## src/rtl/tt_um_hoene_led_capture_if.sv

```systemverilog
// rtl/tt_um_hoene_led_capture_if.sv - serial LED chain bundle: upstream bit stream in, LED word and forwarded stream out
interface tt_um_hoene_led_capture_if;
  logic       in_clk;
  logic       in_data;
  logic       in_frame;
  logic [4:0] bit_counter;
  logic       test_mode;
  logic [7:0] led_bright;
  logic [7:0] led_red;
  logic [7:0] led_green;
  logic [7:0] led_blue;
  logic       led_update;
  logic       out_data;
  logic       out_clk;
  logic       out_frame;

  modport master (
    output in_clk, in_data, in_frame, bit_counter, test_mode,
    input  led_bright, led_red, led_green, led_blue, led_update,
    input  out_data, out_clk, out_frame
  );

  modport slave (
    input  in_clk, in_data, in_frame, bit_counter, test_mode,
    output led_bright, led_red, led_green, led_blue, led_update,
    output out_data, out_clk, out_frame
  );
endinterface

```

## src/rtl/tt_um_hoene_led_capture.sv

```systemverilog
// rtl/tt_um_hoene_led_capture.sv - captures the first 32-bit word of a frame as LED colour, forwards the rest
// Latches the captured word at frame end; test mode overrides the LEDs with a strobe-driven grey ramp.
module tt_um_hoene_led_capture (
  input logic                           clk,
  input logic                           rst_n,
  tt_um_hoene_led_capture_if.slave      bus
);

  localparam logic [1:0] ST_IDLE    = 2'd0;
  localparam logic [1:0] ST_CAPTURE = 2'd1;
  localparam logic [1:0] ST_FORWARD = 2'd2;
  localparam logic [1:0] ST_TEST    = 2'd3;

  logic [1:0]  state_q, state_d;
  logic [31:0] shift_q, shift_d;
  logic        full_q, full_d;
  logic [7:0]  ramp_q, ramp_d;
  logic [7:0]  led_bright_q, led_bright_d;
  logic [7:0]  led_red_q, led_red_d;
  logic [7:0]  led_green_q, led_green_d;
  logic [7:0]  led_blue_q, led_blue_d;
  logic        led_update_q, led_update_d;
  logic        out_data_q, out_data_d;
  logic        out_clk_q, out_clk_d;
  logic        out_frame_q, out_frame_d;
  logic        strobe;
  logic [7:0]  ramp_next;

  assign strobe    = bus.in_frame & bus.in_clk;
  assign ramp_next = ramp_q + 8'd1;

  always_comb begin
    state_d      = state_q;
    shift_d      = shift_q;
    full_d       = full_q;
    ramp_d       = ramp_q;
    led_bright_d = led_bright_q;
    led_red_d    = led_red_q;
    led_green_d  = led_green_q;
    led_blue_d   = led_blue_q;
    led_update_d = 1'b0;
    out_data_d   = 1'b0;
    out_clk_d    = 1'b0;
    out_frame_d  = bus.in_frame;

    if (!bus.in_frame) begin
      // Only a complete word reaches the LEDs; partial words and test frames leave them as they are.
      if ((state_q == ST_CAPTURE || state_q == ST_FORWARD) && full_q) begin
        led_bright_d = shift_q[31:24];
        led_red_d    = shift_q[23:16];
        led_green_d  = shift_q[15:8];
        led_blue_d   = shift_q[7:0];
        led_update_d = 1'b1;
      end
      state_d = ST_IDLE;
      shift_d = 32'd0;
      full_d  = 1'b0;
    end else begin
      case (state_q)
        // A bit strobed in the very first frame cycle is kept rather than lost.
        ST_IDLE: begin
          state_d = ST_CAPTURE;
          if (strobe) shift_d = {shift_q[30:0], bus.in_data};
        end
        ST_CAPTURE: begin
          if (strobe) begin
            shift_d = {shift_q[30:0], bus.in_data};
            if (bus.bit_counter == 5'd31) begin
              full_d  = 1'b1;
              state_d = ST_FORWARD;
            end
          end
        end
        ST_FORWARD: begin
          out_data_d = bus.in_data;
          out_clk_d  = bus.in_clk;
        end
        default: begin
          out_data_d = bus.in_data;
          out_clk_d  = bus.in_clk;
          if (strobe) begin
            ramp_d       = ramp_next;
            led_bright_d = 8'hFF;
            led_red_d    = ramp_next;
            led_green_d  = ramp_next;
            led_blue_d   = ramp_next;
          end
        end
      endcase
      if (bus.test_mode) state_d = ST_TEST;
    end
  end

  always_ff @(posedge clk or negedge rst_n) begin
    if (!rst_n) begin
      state_q      <= ST_IDLE;
      shift_q      <= 32'd0;
      full_q       <= 1'b0;
      ramp_q       <= 8'd0;
      led_bright_q <= 8'd0;
      led_red_q    <= 8'd0;
      led_green_q  <= 8'd0;
      led_blue_q   <= 8'd0;
      led_update_q <= 1'b0;
      out_data_q   <= 1'b0;
      out_clk_q    <= 1'b0;
      out_frame_q  <= 1'b0;
    end else begin
      state_q      <= state_d;
      shift_q      <= shift_d;
      full_q       <= full_d;
      ramp_q       <= ramp_d;
      led_bright_q <= led_bright_d;
      led_red_q    <= led_red_d;
      led_green_q  <= led_green_d;
      led_blue_q   <= led_blue_d;
      led_update_q <= led_update_d;
      out_data_q   <= out_data_d;
      out_clk_q    <= out_clk_d;
      out_frame_q  <= out_frame_d;
    end
  end

  assign bus.led_bright = led_bright_q;
  assign bus.led_red    = led_red_q;
  assign bus.led_green  = led_green_q;
  assign bus.led_blue   = led_blue_q;
  assign bus.led_update = led_update_q;
  assign bus.out_data   = out_data_q;
  assign bus.out_clk    = out_clk_q;
  assign bus.out_frame  = out_frame_q;

endmodule

```

## src/flat_wrapper.sv

```systemverilog
// flat-port wrapper written by rule: the top's interface ports become plain ports
module tt_um_hoene_led_capture_flat 
  (clk, rst_n, bus_in_clk, bus_in_data, bus_in_frame, bus_bit_counter, bus_test_mode, bus_led_bright, bus_led_red, bus_led_green, bus_led_blue, bus_led_update, bus_out_data, bus_out_clk, bus_out_frame);
  tt_um_hoene_led_capture_if bus_i ();
  input logic clk;
  input logic rst_n;
  input wire logic [$bits(bus_i.in_clk)-1:0] bus_in_clk;
  input wire logic [$bits(bus_i.in_data)-1:0] bus_in_data;
  input wire logic [$bits(bus_i.in_frame)-1:0] bus_in_frame;
  input wire logic [$bits(bus_i.bit_counter)-1:0] bus_bit_counter;
  input wire logic [$bits(bus_i.test_mode)-1:0] bus_test_mode;
  output wire logic [$bits(bus_i.led_bright)-1:0] bus_led_bright;
  output wire logic [$bits(bus_i.led_red)-1:0] bus_led_red;
  output wire logic [$bits(bus_i.led_green)-1:0] bus_led_green;
  output wire logic [$bits(bus_i.led_blue)-1:0] bus_led_blue;
  output wire logic [$bits(bus_i.led_update)-1:0] bus_led_update;
  output wire logic [$bits(bus_i.out_data)-1:0] bus_out_data;
  output wire logic [$bits(bus_i.out_clk)-1:0] bus_out_clk;
  output wire logic [$bits(bus_i.out_frame)-1:0] bus_out_frame;
  assign bus_i.in_clk = bus_in_clk;
  assign bus_i.in_data = bus_in_data;
  assign bus_i.in_frame = bus_in_frame;
  assign bus_i.bit_counter = bus_bit_counter;
  assign bus_i.test_mode = bus_test_mode;
  assign bus_led_bright = bus_i.led_bright;
  assign bus_led_red = bus_i.led_red;
  assign bus_led_green = bus_i.led_green;
  assign bus_led_blue = bus_i.led_blue;
  assign bus_led_update = bus_i.led_update;
  assign bus_out_data = bus_i.out_data;
  assign bus_out_clk = bus_i.out_clk;
  assign bus_out_frame = bus_i.out_frame;
  tt_um_hoene_led_capture u_core (.clk(clk), .rst_n(rst_n), .bus(bus_i));
endmodule
```

## config.mk

```make
export PLATFORM = sky130hd
export DESIGN_NAME = tt_um_hoene_led_capture_flat
export DESIGN_NICKNAME = d
export VERILOG_FILES = /design/src/rtl/tt_um_hoene_led_capture_if.sv /design/src/rtl/tt_um_hoene_led_capture.sv /design/src/flat_wrapper.sv
export SDC_FILE = /design/constraint.sdc
export NUM_CORES = 1
export LEC_CHECK = 0
export CORE_MARGIN = 4
export CORE_UTILIZATION = 35
export DETAILED_ROUTE_END_ITERATION = 8
export GPL_ROUTABILITY_DRIVEN = 0
export PLACE_DENSITY_LB_ADDON = 0.3
export REMOVE_ABC_BUFFERS = 1
export SYNTH_ARGS = -nofsm -noshare
export SYNTH_HDL_FRONTEND = slang
export SYNTH_SLANG_ARGS = --single-unit
```

## constraint.sdc

```tcl
create_clock -name clk -period 3.2 [get_ports clk]
set_clock_uncertainty 0.05 [all_clocks]
set_input_delay 0.48 -clock clk [delete_from_list [all_inputs] [get_ports clk]]
set_output_delay 0.48 -clock clk [all_outputs]
set_load 0.05 [all_outputs]
```

==> metrics.txt <==
# TYPE chip_impl_metric gauge
chip_impl_info{name="critPathLaunchType",value="input pin"} 1
chip_impl_metric{name="drive_above_1_share",unit="%"} 9.29
chip_impl_metric{name="start_util",unit="%"} 36.7
chip_impl_info{name="worstSetupEndpointType",value="flip-flop"} 1
chip_impl_metric{name="cts_made_buffers",unit=""} 9
chip_impl_metric{name="cts_post_setup_buffers_inserted",unit=""} 0
chip_impl_metric{name="syn2layout_area_growth",unit="%"} 21.3
chip_impl_metric{name="h-tree-depth",unit=""} 3
chip_impl_metric{name="worst_ep_arrival_time",unit="ps"} 2370
chip_impl_metric{name="wl_per_cell",unit="um"} 15.8
chip_impl_metric{name="power-per-cell-area",unit="nW/um2"} 731
chip_impl_metric{name="worst-endpoint-required",unit="ps"} 3410
chip_impl_info{name="timing.setup.critical_path_class",value="in2reg"} 1
chip_impl_metric{name="p_leak",unit="nW"} 1.78
chip_impl_metric{name="hold_slack",unit="ps"} 222
chip_impl_metric{name="reg2reg_setup_slack",unit="ps"} 1230
chip_impl_metric{name="antenna_cells_inserted",unit=""} 0
chip_impl_metric{name="first_global_vias",unit=""} 2318
chip_impl_metric{name="design.portCount",unit=""} 47
chip_impl_metric{name="synth.yosys.seq_area_share",unit="%"} 60.6
chip_impl_metric{name="final-instance-count-excl-fill",unit=""} 431
chip_impl_metric{name="dr_total_vias",unit=""} 2221
chip_impl_metric{name="synthDistinctLibCells",unit=""} 31
chip_impl_metric{name="antenna_found_initial",unit=""} 0
chip_impl_metric{name="slew-limit-headroom",unit="%"} 34.8
chip_impl_metric{name="dp.final_hpwl",unit="um"} 4480
chip_impl_metric{name="worst_slew_pin_slew",unit="ps"} 978
chip_impl_metric{name="nets",unit=""} 334
chip_impl_metric{name="detailed_place.area",unit="um2"} 3750
chip_impl_metric{name="postCtsResizedCells",unit=""} 0
chip_impl_metric{name="detail_route.vias_per_cell",unit=""} 5.15
chip_impl_metric{name="portBuffers",unit=""} 46
chip_impl_info{name="cts-root-buf",value="sky130_fd_sc_hd__clkbuf_8"} 1
chip_impl_metric{name="chipWidth",unit="um"} 105
chip_impl_metric{name="global_route_wire_length_before_repair",unit="um"} 11600
chip_impl_info{name="tritoncts",value="built"} 1
chip_impl_metric{name="post-route-period-util",unit="%"} 67.4
chip_impl_info{name="rsz0062_at_grt",value="false"} 1
chip_impl_metric{name="grt.overflow.total",unit=""} 0
chip_impl_metric{name="placed_cells",unit=""} 416
chip_impl_metric{name="drt_wl_total",unit="um"} 6810
chip_impl_info{name="outcome",value="finished, final reports clean"} 1
chip_impl_metric{name="clkTransAtPathRegs",unit="ps"} 80
chip_impl_metric{name="finalHoldViolations",unit=""} 0
chip_impl_metric{name="drtAntennaViolNets",unit=""} 0
chip_impl_metric{name="layout.cell_area.non_filler",unit="um2"} 3960
chip_impl_metric{name="clock_net_sink_count",unit=""} 79
chip_impl_metric{name="synthesis.instances",unit=""} 277
chip_impl_metric{name="postSynthRegisterBits",unit=""} 79
chip_impl_metric{name="ir_drop",unit="V"} 0.000264
chip_impl_metric{name="worst_skew_pair.late_latency",unit="ps"} 350
chip_impl_metric{name="global_router_s_overall_resource_usage",unit="%"} 13.1
chip_impl_metric{name="cts.hold.buffers_added",unit=""} 0
chip_impl_metric{name="dr.pass1.iters",unit=""} 4
chip_impl_metric{name="setup-tns-final",unit="ps"} 0
chip_impl_metric{name="finalSetupViolCount",unit=""} 0
chip_impl_metric{name="avgSynthCellArea",unit="um2"} 11.8
chip_impl_metric{name="die-height",unit="um"} 105
chip_impl_metric{name="grt_max_degree",unit=""} 80
chip_impl_metric{name="ctsLongestPathBuffers",unit=""} 2
chip_impl_metric{name="route.detailed.drc",unit=""} 0
chip_impl_metric{name="drtIter0Drc",unit=""} 119
chip_impl_metric{name="layout_min_cycle_time",unit="ps"} 2160
chip_impl_metric{name="timing.max_cap.violations",unit=""} 0
chip_impl_metric{name="maxSlewViolCount",unit=""} 0
chip_impl_metric{name="core-area",unit="um2"} 8890
chip_impl_metric{name="path_max_fanout",unit=""} 21
chip_impl_metric{name="ys.warnings.count",unit=""} 0
chip_impl_metric{name="design.die.area",unit="um2"} 10900
chip_impl_metric{name="mapped_cell_area",unit="um2"} 3260
chip_impl_metric{name="timing.fmax",unit="GHz"} 0.464
chip_impl_metric{name="fillerInstances",unit=""} 851
chip_impl_metric{name="finish.utilization",unit="%"} 44.5
chip_impl_info{name="min_path_type",value="in2async"} 1
chip_impl_metric{name="core_rows",unit=""} 34
-- worst max-delay path: stages --
cell and delay [ps]:
sky130_fd_sc_hd__clkdlybuf4s50_1 630, sky130_fd_sc_hd__nand3b_4 370, sky130_fd_sc_hd__nand2_2 370, sky130_fd_sc_hd__o21ai_0 280
sky130_fd_sc_hd__o21ai_0 230
-- layout make-up --
type                       instances  area, um2  area share (%)
clock buffer                       9        124            3.13
clock inverter                     6       83.8            2.12
inverter                           5       18.8           0.474
multi-input combinational        174       1130            28.6
sequential                        79       1980            49.9
tap                              108        135            3.41
timing repair buffer              50        488            12.3
-- final timing paths --
path,startpoint,end,cells after the start
setup / recovery,bus_in_frame,u_core.bus.led_blue[4],5
hold / removal,rst_n,u_core.shift_q[27],1
setup reg to reg,u_core.state_q[0],u_core.bus.led_blue[4],6
hold reg to reg,u_core.bus.led_green[4],u_core.bus.led_green[4],2
max in group asynchronous,rst_n,u_core.ramp_q[4],1
min in group clk,u_core.bus.led_green[4],u_core.bus.led_green[4],2
-- cell usage in the layout, fill, tap and decap left out, types with 4 or more instances in the layout --
cell and count:
sky130_fd_sc_hd__dfrtp_1 79, sky130_fd_sc_hd__o21ai_1 10, sky130_fd_sc_hd__inv_1 5, sky130_fd_sc_hd__xnor2_1 6, sky130_fd_sc_hd__o21ai_0 20, sky130_fd_sc_hd__nor3_1 8
sky130_fd_sc_hd__nor2_1 17, sky130_fd_sc_hd__xor2_1 4, sky130_fd_sc_hd__clkdlybuf4s50_1 45, sky130_fd_sc_hd__o21a_1 5, sky130_fd_sc_hd__clkbuf_8 9, sky130_fd_sc_hd__buf_4 5
sky130_fd_sc_hd__a21oi_1 13, sky130_fd_sc_hd__a22o_1 32, sky130_fd_sc_hd__ha_1 4, sky130_fd_sc_hd__nand2_1 23, sky130_fd_sc_hd__o22a_1 8
-- cell usage after synthesis --
cell                        count  area share, %
sky130_fd_sc_hd__nor2_1        19            2.2
sky130_fd_sc_hd__nand2_1       23            2.6
sky130_fd_sc_hd__o21a_1         5            1.1
sky130_fd_sc_hd__o21ai_1       10            1.5
sky130_fd_sc_hd__nand4_1        3           0.57
sky130_fd_sc_hd__and2_1         1           0.19
sky130_fd_sc_hd__nand3_1        3           0.46
sky130_fd_sc_hd__o22a_1         8            2.1
sky130_fd_sc_hd__mux2_2         1           0.34
sky130_fd_sc_hd__dfrtp_1       79             61
sky130_fd_sc_hd__a22o_1        32            8.6
sky130_fd_sc_hd__a21oi_2        3           0.81
sky130_fd_sc_hd__a2bb2oi_1      1           0.27
sky130_fd_sc_hd__xor2_1         4            1.1
sky130_fd_sc_hd__mux2i_1        3           0.92
sky130_fd_sc_hd__a21oi_1       13            2.0
sky130_fd_sc_hd__xnor2_1        6            1.6
sky130_fd_sc_hd__nor3_1         8            1.2
sky130_fd_sc_hd__nor2b_1        1           0.19
sky130_fd_sc_hd__clkbuf_1       2           0.23
sky130_fd_sc_hd__o21ai_0       20            3.1
sky130_fd_sc_hd__ha_1           4            1.5
sky130_fd_sc_hd__buf_6          7            2.4
sky130_fd_sc_hd__inv_1          5           0.57
sky130_fd_sc_hd__and3_1         2           0.38
sky130_fd_sc_hd__nand2_2        1           0.19
sky130_fd_sc_hd__nand3b_4       1           0.61
sky130_fd_sc_hd__buf_4          2           0.46
sky130_fd_sc_hd__buf_2          8            1.2
sky130_fd_sc_hd__nand3_4        1           0.54
sky130_fd_sc_hd__nand3_2        1           0.31
-- layer usage --
| metal | track usage, % | routed length (um) | vias up |
|---|---|---|---|
| met5 | 0 | 0 | - |
| met4 | 6.19 | 134 | 0 |
| met3 | 2.34 | 203 | 10 |
| met2 | 20.7 | 3130 | 37 |
| met1 | 17.6 | 3340 | 1100 |
| li1 | - | - | 1074 |
-- report_power, final --
part,switching (mW),total (mW),internal [mW]
logic,0.595,0.889,0.295
clock network,0.359,0.792,0.434
registers,0.0886,1.21,1.13
total,1.04,2.90,1.85
-- flip-flops by register name (all words and copies together) (netlist names), 2 cells and up --
| signal | flops |
|---|---|
| u_core.bus.led_red | 8 |
| u_core.bus.led_green | 8 |
| u_core.shift_q | 32 |
| u_core.state_q | 2 |
| u_core.bus.led_bright | 8 |
| u_core.ramp_q | 8 |
| u_core.bus.led_blue | 8 |
-- stage by stage --
step | worst slack [ps] | power [mW]
global placement | 737 | 2.12
finish | 1040 | 2.90
detailed placement | 656 | 2.14
floorplan | 941 | 1.80
global route | 889 | 3.04
CTS | 1030 | 2.93
-- kinds of logic after synthesis --
kind of cell | Yosys count | synth area share (%)
AOI/OAI and AO/OA | 92 | 19.5
xor gates and xnor gates | 10 | 2.68
adders and majority gates | 4 | 1.53
buffers and inverters | 24 | 4.91
DFF | 79 | 60.6
muxes | 4 | 1.26
and+or+nand+nor | 64 | 9.51
Power figures use the tool's default switching activity.
